==> src/rtl/sys_defs.sv <==
// sys_defs: shared CDB widths, FU opcode enum, CDB_OUTPUT struct and source-index-to-opcode map
package sys_defs;
  localparam int NUM_CDB_SRC = 5;
  localparam int TAG_SIZE = 6;
  localparam int XLEN = 32;
  typedef enum logic [2:0] {LS_FU, MULT0_FU, MULT1_FU, ALU_FU, BR_FU} fu_opcode_t;
  typedef struct packed {
    logic valid;
    logic [TAG_SIZE-1:0] tag;
    logic [XLEN-1:0] value;
    fu_opcode_t fu_opcode;
    logic clear;
  } CDB_OUTPUT;
  localparam fu_opcode_t SRC_OPCODE [NUM_CDB_SRC] = '{LS_FU, MULT0_FU, MULT1_FU, ALU_FU, BR_FU};
endpackage

==> src/rtl/cdb_src_fifo.sv <==
// cdb_src_fifo: DEPTH-entry {tag,value} FIFO; ports clock/reset(async low), flush, push/push_tag/push_value, pop, full/empty, head_tag/head_value
import sys_defs::*;
module cdb_src_fifo #(
  parameter int DEPTH = 2
) (
  input  logic                clock,
  input  logic                reset,
  input  logic                flush,
  input  logic                push,
  input  logic                pop,
  input  logic [TAG_SIZE-1:0] push_tag,
  input  logic [XLEN-1:0]     push_value,
  output logic                full,
  output logic                empty,
  output logic [TAG_SIZE-1:0] head_tag,
  output logic [XLEN-1:0]     head_value
);
  localparam int PW = $clog2(DEPTH);
  localparam int CW = $clog2(DEPTH + 1);
  logic [TAG_SIZE-1:0] tag_mem [DEPTH];
  logic [XLEN-1:0] value_mem [DEPTH];
  logic [PW-1:0] wr_ptr, rd_ptr;
  logic [CW-1:0] count;
  assign full = count == CW'(DEPTH);
  assign empty = count == '0;
  assign head_tag = tag_mem[rd_ptr];
  assign head_value = value_mem[rd_ptr];
  always_ff @(posedge clock) begin
    if (push) begin
      tag_mem[wr_ptr] <= push_tag;
      value_mem[wr_ptr] <= push_value;
    end
  end
  always_ff @(posedge clock or negedge reset) begin
    if (!reset) begin
      count <= '0;
      wr_ptr <= '0;
      rd_ptr <= '0;
    end else if (flush) begin
      count <= '0;
      wr_ptr <= '0;
      rd_ptr <= '0;
    end else begin
      if (push) wr_ptr <= wr_ptr + 1'b1;
      if (pop) rd_ptr <= rd_ptr + 1'b1;
      count <= count + CW'(push) - CW'(pop);
    end
  end
endmodule

==> src/rtl/cdb_arbiter.sv <==
// cdb_arbiter: per-source FIFOs + round-robin CDB arbiter; ports clock/reset(async low), squash, src_valid/tag/value in, src_ready, registered cdb_out, debug cdb_grant out
import sys_defs::*;
module cdb_arbiter #(
  parameter int NUM_SRC = NUM_CDB_SRC,
  parameter int DEPTH = 2
) (
  input  logic                              clock,
  input  logic                              reset,
  input  logic                              squash,
  input  logic [NUM_SRC-1:0]                src_valid,
  input  logic [NUM_SRC-1:0][TAG_SIZE-1:0]  src_tag,
  input  logic [NUM_SRC-1:0][XLEN-1:0]      src_value,
  output logic [NUM_SRC-1:0]                src_ready,
  output CDB_OUTPUT                         cdb_out,
  output logic [NUM_SRC-1:0]                cdb_grant
);
  localparam int PW = $clog2(NUM_SRC);
  logic [NUM_SRC-1:0] full, empty;
  logic [TAG_SIZE-1:0] head_tag [NUM_SRC];
  logic [XLEN-1:0] head_value [NUM_SRC];
  logic [PW-1:0] rr_ptr, gidx;
  logic found;
  assign src_ready = reset ? ~full : '0;
  for (genvar i = 0; i < NUM_SRC; i++) begin : g_fifo
    cdb_src_fifo #(.DEPTH(DEPTH)) u_fifo (
      .clock      (clock),
      .reset      (reset),
      .flush      (squash),
      .push       (src_valid[i] & src_ready[i]),
      .pop        (cdb_grant[i]),
      .push_tag   (src_tag[i]),
      .push_value (src_value[i]),
      .full       (full[i]),
      .empty      (empty[i]),
      .head_tag   (head_tag[i]),
      .head_value (head_value[i])
    );
  end
  always_comb begin
    found = 1'b0;
    gidx = '0;
    for (int k = 0; k < NUM_SRC; k++) begin
      if (!found && !empty[PW'((int'(rr_ptr) + k) % NUM_SRC)]) begin
        found = 1'b1;
        gidx = PW'((int'(rr_ptr) + k) % NUM_SRC);
      end
    end
  end
  assign cdb_grant = found ? (NUM_SRC'(1) << gidx) : '0;
  always_ff @(posedge clock or negedge reset) begin
    if (!reset) begin
      cdb_out <= '0;
      rr_ptr <= '0;
    end else if (squash) begin
      cdb_out.valid <= 1'b0;
      cdb_out.clear <= 1'b0;
      rr_ptr <= '0;
    end else if (found) begin
      cdb_out <= '{valid: 1'b1, tag: head_tag[gidx], value: head_value[gidx],
                   fu_opcode: SRC_OPCODE[gidx], clear: 1'b1};
      rr_ptr <= (gidx == PW'(NUM_SRC - 1)) ? '0 : gidx + 1'b1;
    end else begin
      cdb_out.valid <= 1'b0;
      cdb_out.clear <= 1'b0;
    end
  end
endmodule

==> config.mk <==
export PLATFORM = sky130hd
export DESIGN_NAME = cdb_arbiter
export DESIGN_NICKNAME = d
export VERILOG_FILES = /design/src/rtl/sys_defs.sv /design/src/rtl/cdb_src_fifo.sv /design/src/rtl/cdb_arbiter.sv
export SDC_FILE = /design/constraint.sdc
export NUM_CORES = 1
export LEC_CHECK = 0
export BUFFER_PORTS_ARGS = -buffer_cell sky130_fd_sc_hd__buf_2
export CORE_MARGIN = 10
export CORE_UTILIZATION = 55
export CTS_BUF_LIST = sky130_fd_sc_hd__clkbuf_4
export DETAILED_ROUTE_END_ITERATION = 10
export MAX_ROUTING_LAYER = met4
export PLACE_DENSITY = 0.76
export SETUP_SLACK_MARGIN = 0.1
export SYNTH_ARGS = -nofsm -noshare
export SYNTH_HDL_FRONTEND = slang
export SYNTH_HIERARCHICAL = 1
export SYNTH_SLANG_ARGS = --single-unit
==> constraint.sdc <==
create_clock -name clock -period 11.61 [get_ports clock]
set_input_delay 1.7415 -clock clock [delete_from_list [all_inputs] [get_ports clock]]
set_output_delay 1.7415 -clock clock [all_outputs]
set_load 0.01 [all_outputs]
==> results.toml <==
[run_status]
run_status = "complete, no violations"

[setup_path]
critPathKind = "reg2out"
cp_data_arrival_time_ns = 7.61
timing.critical_path.fanout_max = 41
cp_data_required_time_ns = 9.87
critical_path.startpoint_type = "register"
end_kind = "primary output"

[hold_path]
worstHoldPathType = "reg2reg"

[global_routing]
grt_pass1_vias = 13500
grt_use_total_pct = 23.9
globalRoute.totalOverflow = 0
grt_start_max_net_pins = 71
grt_antenna_before_repair = 12
grt_first_pass_wirelength_um = 78600

[detailed_routing]
dr.first_iter.drc_count = 883
totalWireLength_um = 52800
wl_per_cell_um = 24.1
number_of_drc_violations_after_detailed_routing = 0
vias = 12600
drt_first_pass_iters = 5
postRouteAntennaNets = 0
drt-vias-per-instance = 5.76

[sta]
final_critical_path_time_including_i_o_delays_and_setup_ns = 9.35
max_freq_mhz = 107
setup_viol = 0
final-hold-violation-count = 0
timing.final.ws_setup_ns = 2.26
rsz0062_at_grt = "false"
worst_slew_margin_rel_pct = 22.8
period_share_pct = 80.5
setup_total_negative_slack_ns = 0
slew_violations = 0
worst-slew-pin-transition_ns = 1.16
worst_clock_skew_ns = 0.0775

[floorplan]
coreArea_mm2 = 0.0366
dieHeight_um = 213
std_cell_rows = 70
dieWidth_um = 213
boundaryPins = 251
die_area_mm2 = 0.0453
start_util_pct = 55.8

[synthesis]
synthTopCellsByArea = "edfxtp_1, dfrtp_1, mux2_2"
ys_async_sr_fraction_pct = 14.6
synth-seq-area-share_pct = 63.8
syn_area_per_cell_um2 = 15.8
dominantRegCellSynth = "edfxtp_1"
netlist_top_cells_count = "edfxtp_1, mux2_2, dfrtp_1, nor2b_1, mux2_4"
post_synth_top_area_cell = "edfxtp_1"
yosys.cell_count.top_type = "edfxtp_1"
synth_fp_nets = 1534
synthDominantCellAreaShare_pct = 55.8
netlist_instances = 1298
synth_cell_type_count = 82
yosys_warnings = 6
synth_enable_flop_cells = 380
netlist_area_mm2 = 0.0204
synthesized_flop_and_latch_total = 445

[clock_tree]
cts_resized = 0
clkSlewWorstSetupHoldPaths_ns = 0.07
post-cts-setup-buffer-count = 0
clock_insertion_delay_worst_skew_ns = 0.85
cts_inserted_buffers = 111
clk_root_buffer_cell = "clkbuf_4"
tritoncts = "done"
cts-htree-levels = 3
number_of_buffers_on_the_longest_clock_path = 3
hold_buffers = 0
cts.sink_count = 445

[placed_design]
dpl.hpwl_um = 34500
place_congestion = 0.830
post-place-ws_ns = 3.17
numPortBuffers = 250

[layout]
final_layout_size_suffix_gt1_share_pct = 43.0
area.growth.synth_to_final_pct = 15.6
final_util_pct = 64.6
layout.nets = 1851

[power_and_ir_drop]
power_density_mw_per_mm2 = 313
design_power_total_mw = 7.39
vdd_ir_drop_max_uv = 351
p_leak_nw = 9.03

[flow_run]
cap_viol_max_count = 0
## power by group
group	total, mW	internal (mW)	switching (mW)
Sequential	2.06	1.95	0.111
Clock	1.37	0.755	0.613
Combinational	3.96	1.68	2.28
## cells in the final DEF (no fill, tap or decap), drive strengths merged, types with 6 or more instances in the layout
| master | instances |
|---|---|
| a211oi | 6 |
| a21bo | 27 |
| a21oi | 21 |
| a221o | 12 |
| a31oi | 26 |
| and2 | 20 |
| buf | 273 |
| clkbuf | 177 |
| clkinv | 20 |
| dfrtp | 65 |
| diode | 17 |
| edfxtp | 380 |
| ha | 37 |
| inv | 40 |
| mux2 | 194 |
| mux2i | 35 |
| mux4 | 15 |
| nand2 | 25 |
| nand2b | 7 |
| nand3 | 36 |
| nor2 | 43 |
| nor2b | 61 |
| nor3 | 8 |
| o211ai | 34 |
| o21ai | 39 |
| o22ai | 7 |
| xnor2 | 16 |
## worst paths after layout
| path | start | endpoint | slack [ns] | cells after the start |
|---|---|---|---|---|
| worst max-delay path | rr_ptr[0] | cdb_grant[3] | 2.26 | 21 |
| worst min-delay path | cdb_out[27] | cdb_out[27] | 0.50 | 2 |
| worst max register to register | rr_ptr[0] | g_fifo[4].u_fifo/count[1] | 4.09 | 26 |
| worst min register to register | cdb_out[27] | cdb_out[27] | 0.50 | 2 |
| max in group asynchronous | reset | g_fifo[1].u_fifo/rd_ptr | 9.74 | 1 |
| min in group asynchronous | reset | rr_ptr[0] | 1.09 | 1 |
## critical path, stage by stage, from the launching register on
cell     delay (ns)
dfrtp_1        0.32
buf_4          0.33
inv_2          0.22
ha_1           0.70
inv_1          0.27
ha_1           0.26
nor2_1         0.16
a21oi_1        0.10
xnor2_1        0.51
ha_1           0.38
mux4_2         0.31
nor2b_1        0.15
a31oi_1        0.23
a22o_1         0.33
nand3_1        0.20
a311o_1        0.40
buf_4          0.25
nand2_4        0.69
ha_1           0.27
ha_1           0.13
nor2b_1        0.29
buf_2          0.20
## cell families after synthesis
kind of cell | after synthesis | synth area share [%]
adders and majority gates | 38 | 2.36
AOI/OAI and AO/OA | 223 | 8.70
xor gates and xnor gates | 23 | 1.40
muxes | 244 | 15.0
DFF | 445 | 63.8
buffers and inverters | 105 | 2.91
and+or+nand+nor | 220 | 5.90
## per-stage QoR
stage / std cells / area, um^2 / hold slack [ns]
final: 2192 / 23600 / 0.503
after global routing: 2189 / 23600 / 0.562
after CTS: 2175 / 23600 / 0.502
after detailed placement: 1970 / 22100 / 0.489
after global placement: 1970 / 22100 / 0.484
after floorplan: 1298 / 20400 / 0.510
## state kept, by name, summed over array words and instances (netlist names)
register                 flops
cdb_out                     42
g_fifo.u_fifo/count         10
g_fifo.u_fifo/rd_ptr         5
g_fifo.u_fifo/tag_mem       60
g_fifo.u_fifo/value_mem    320
g_fifo.u_fifo/wr_ptr         5
rr_ptr                       3
## final cells by class
cell class	count	area (um^2)
fill	2692	13000
tap	468	586
multi-input combinational	748	6890
clock inverter	28	189
clock buffer	177	1330
timing repair buffer	273	1430
sequential	445	13000
antenna	17	42.5
inverter	36	135
## metal layers
layer	track usage [%]	wire [um]	up-vias	part of all wire [%]
li1	-	-	5757	-
met1	28.3	21400	6299	41
met2	39.4	26400	481	50
met3	5.81	3670	92	6.9
met4	8.20	1310	0	2.5
met5	-	0	-	0
Power figures use the tool's default switching activity.
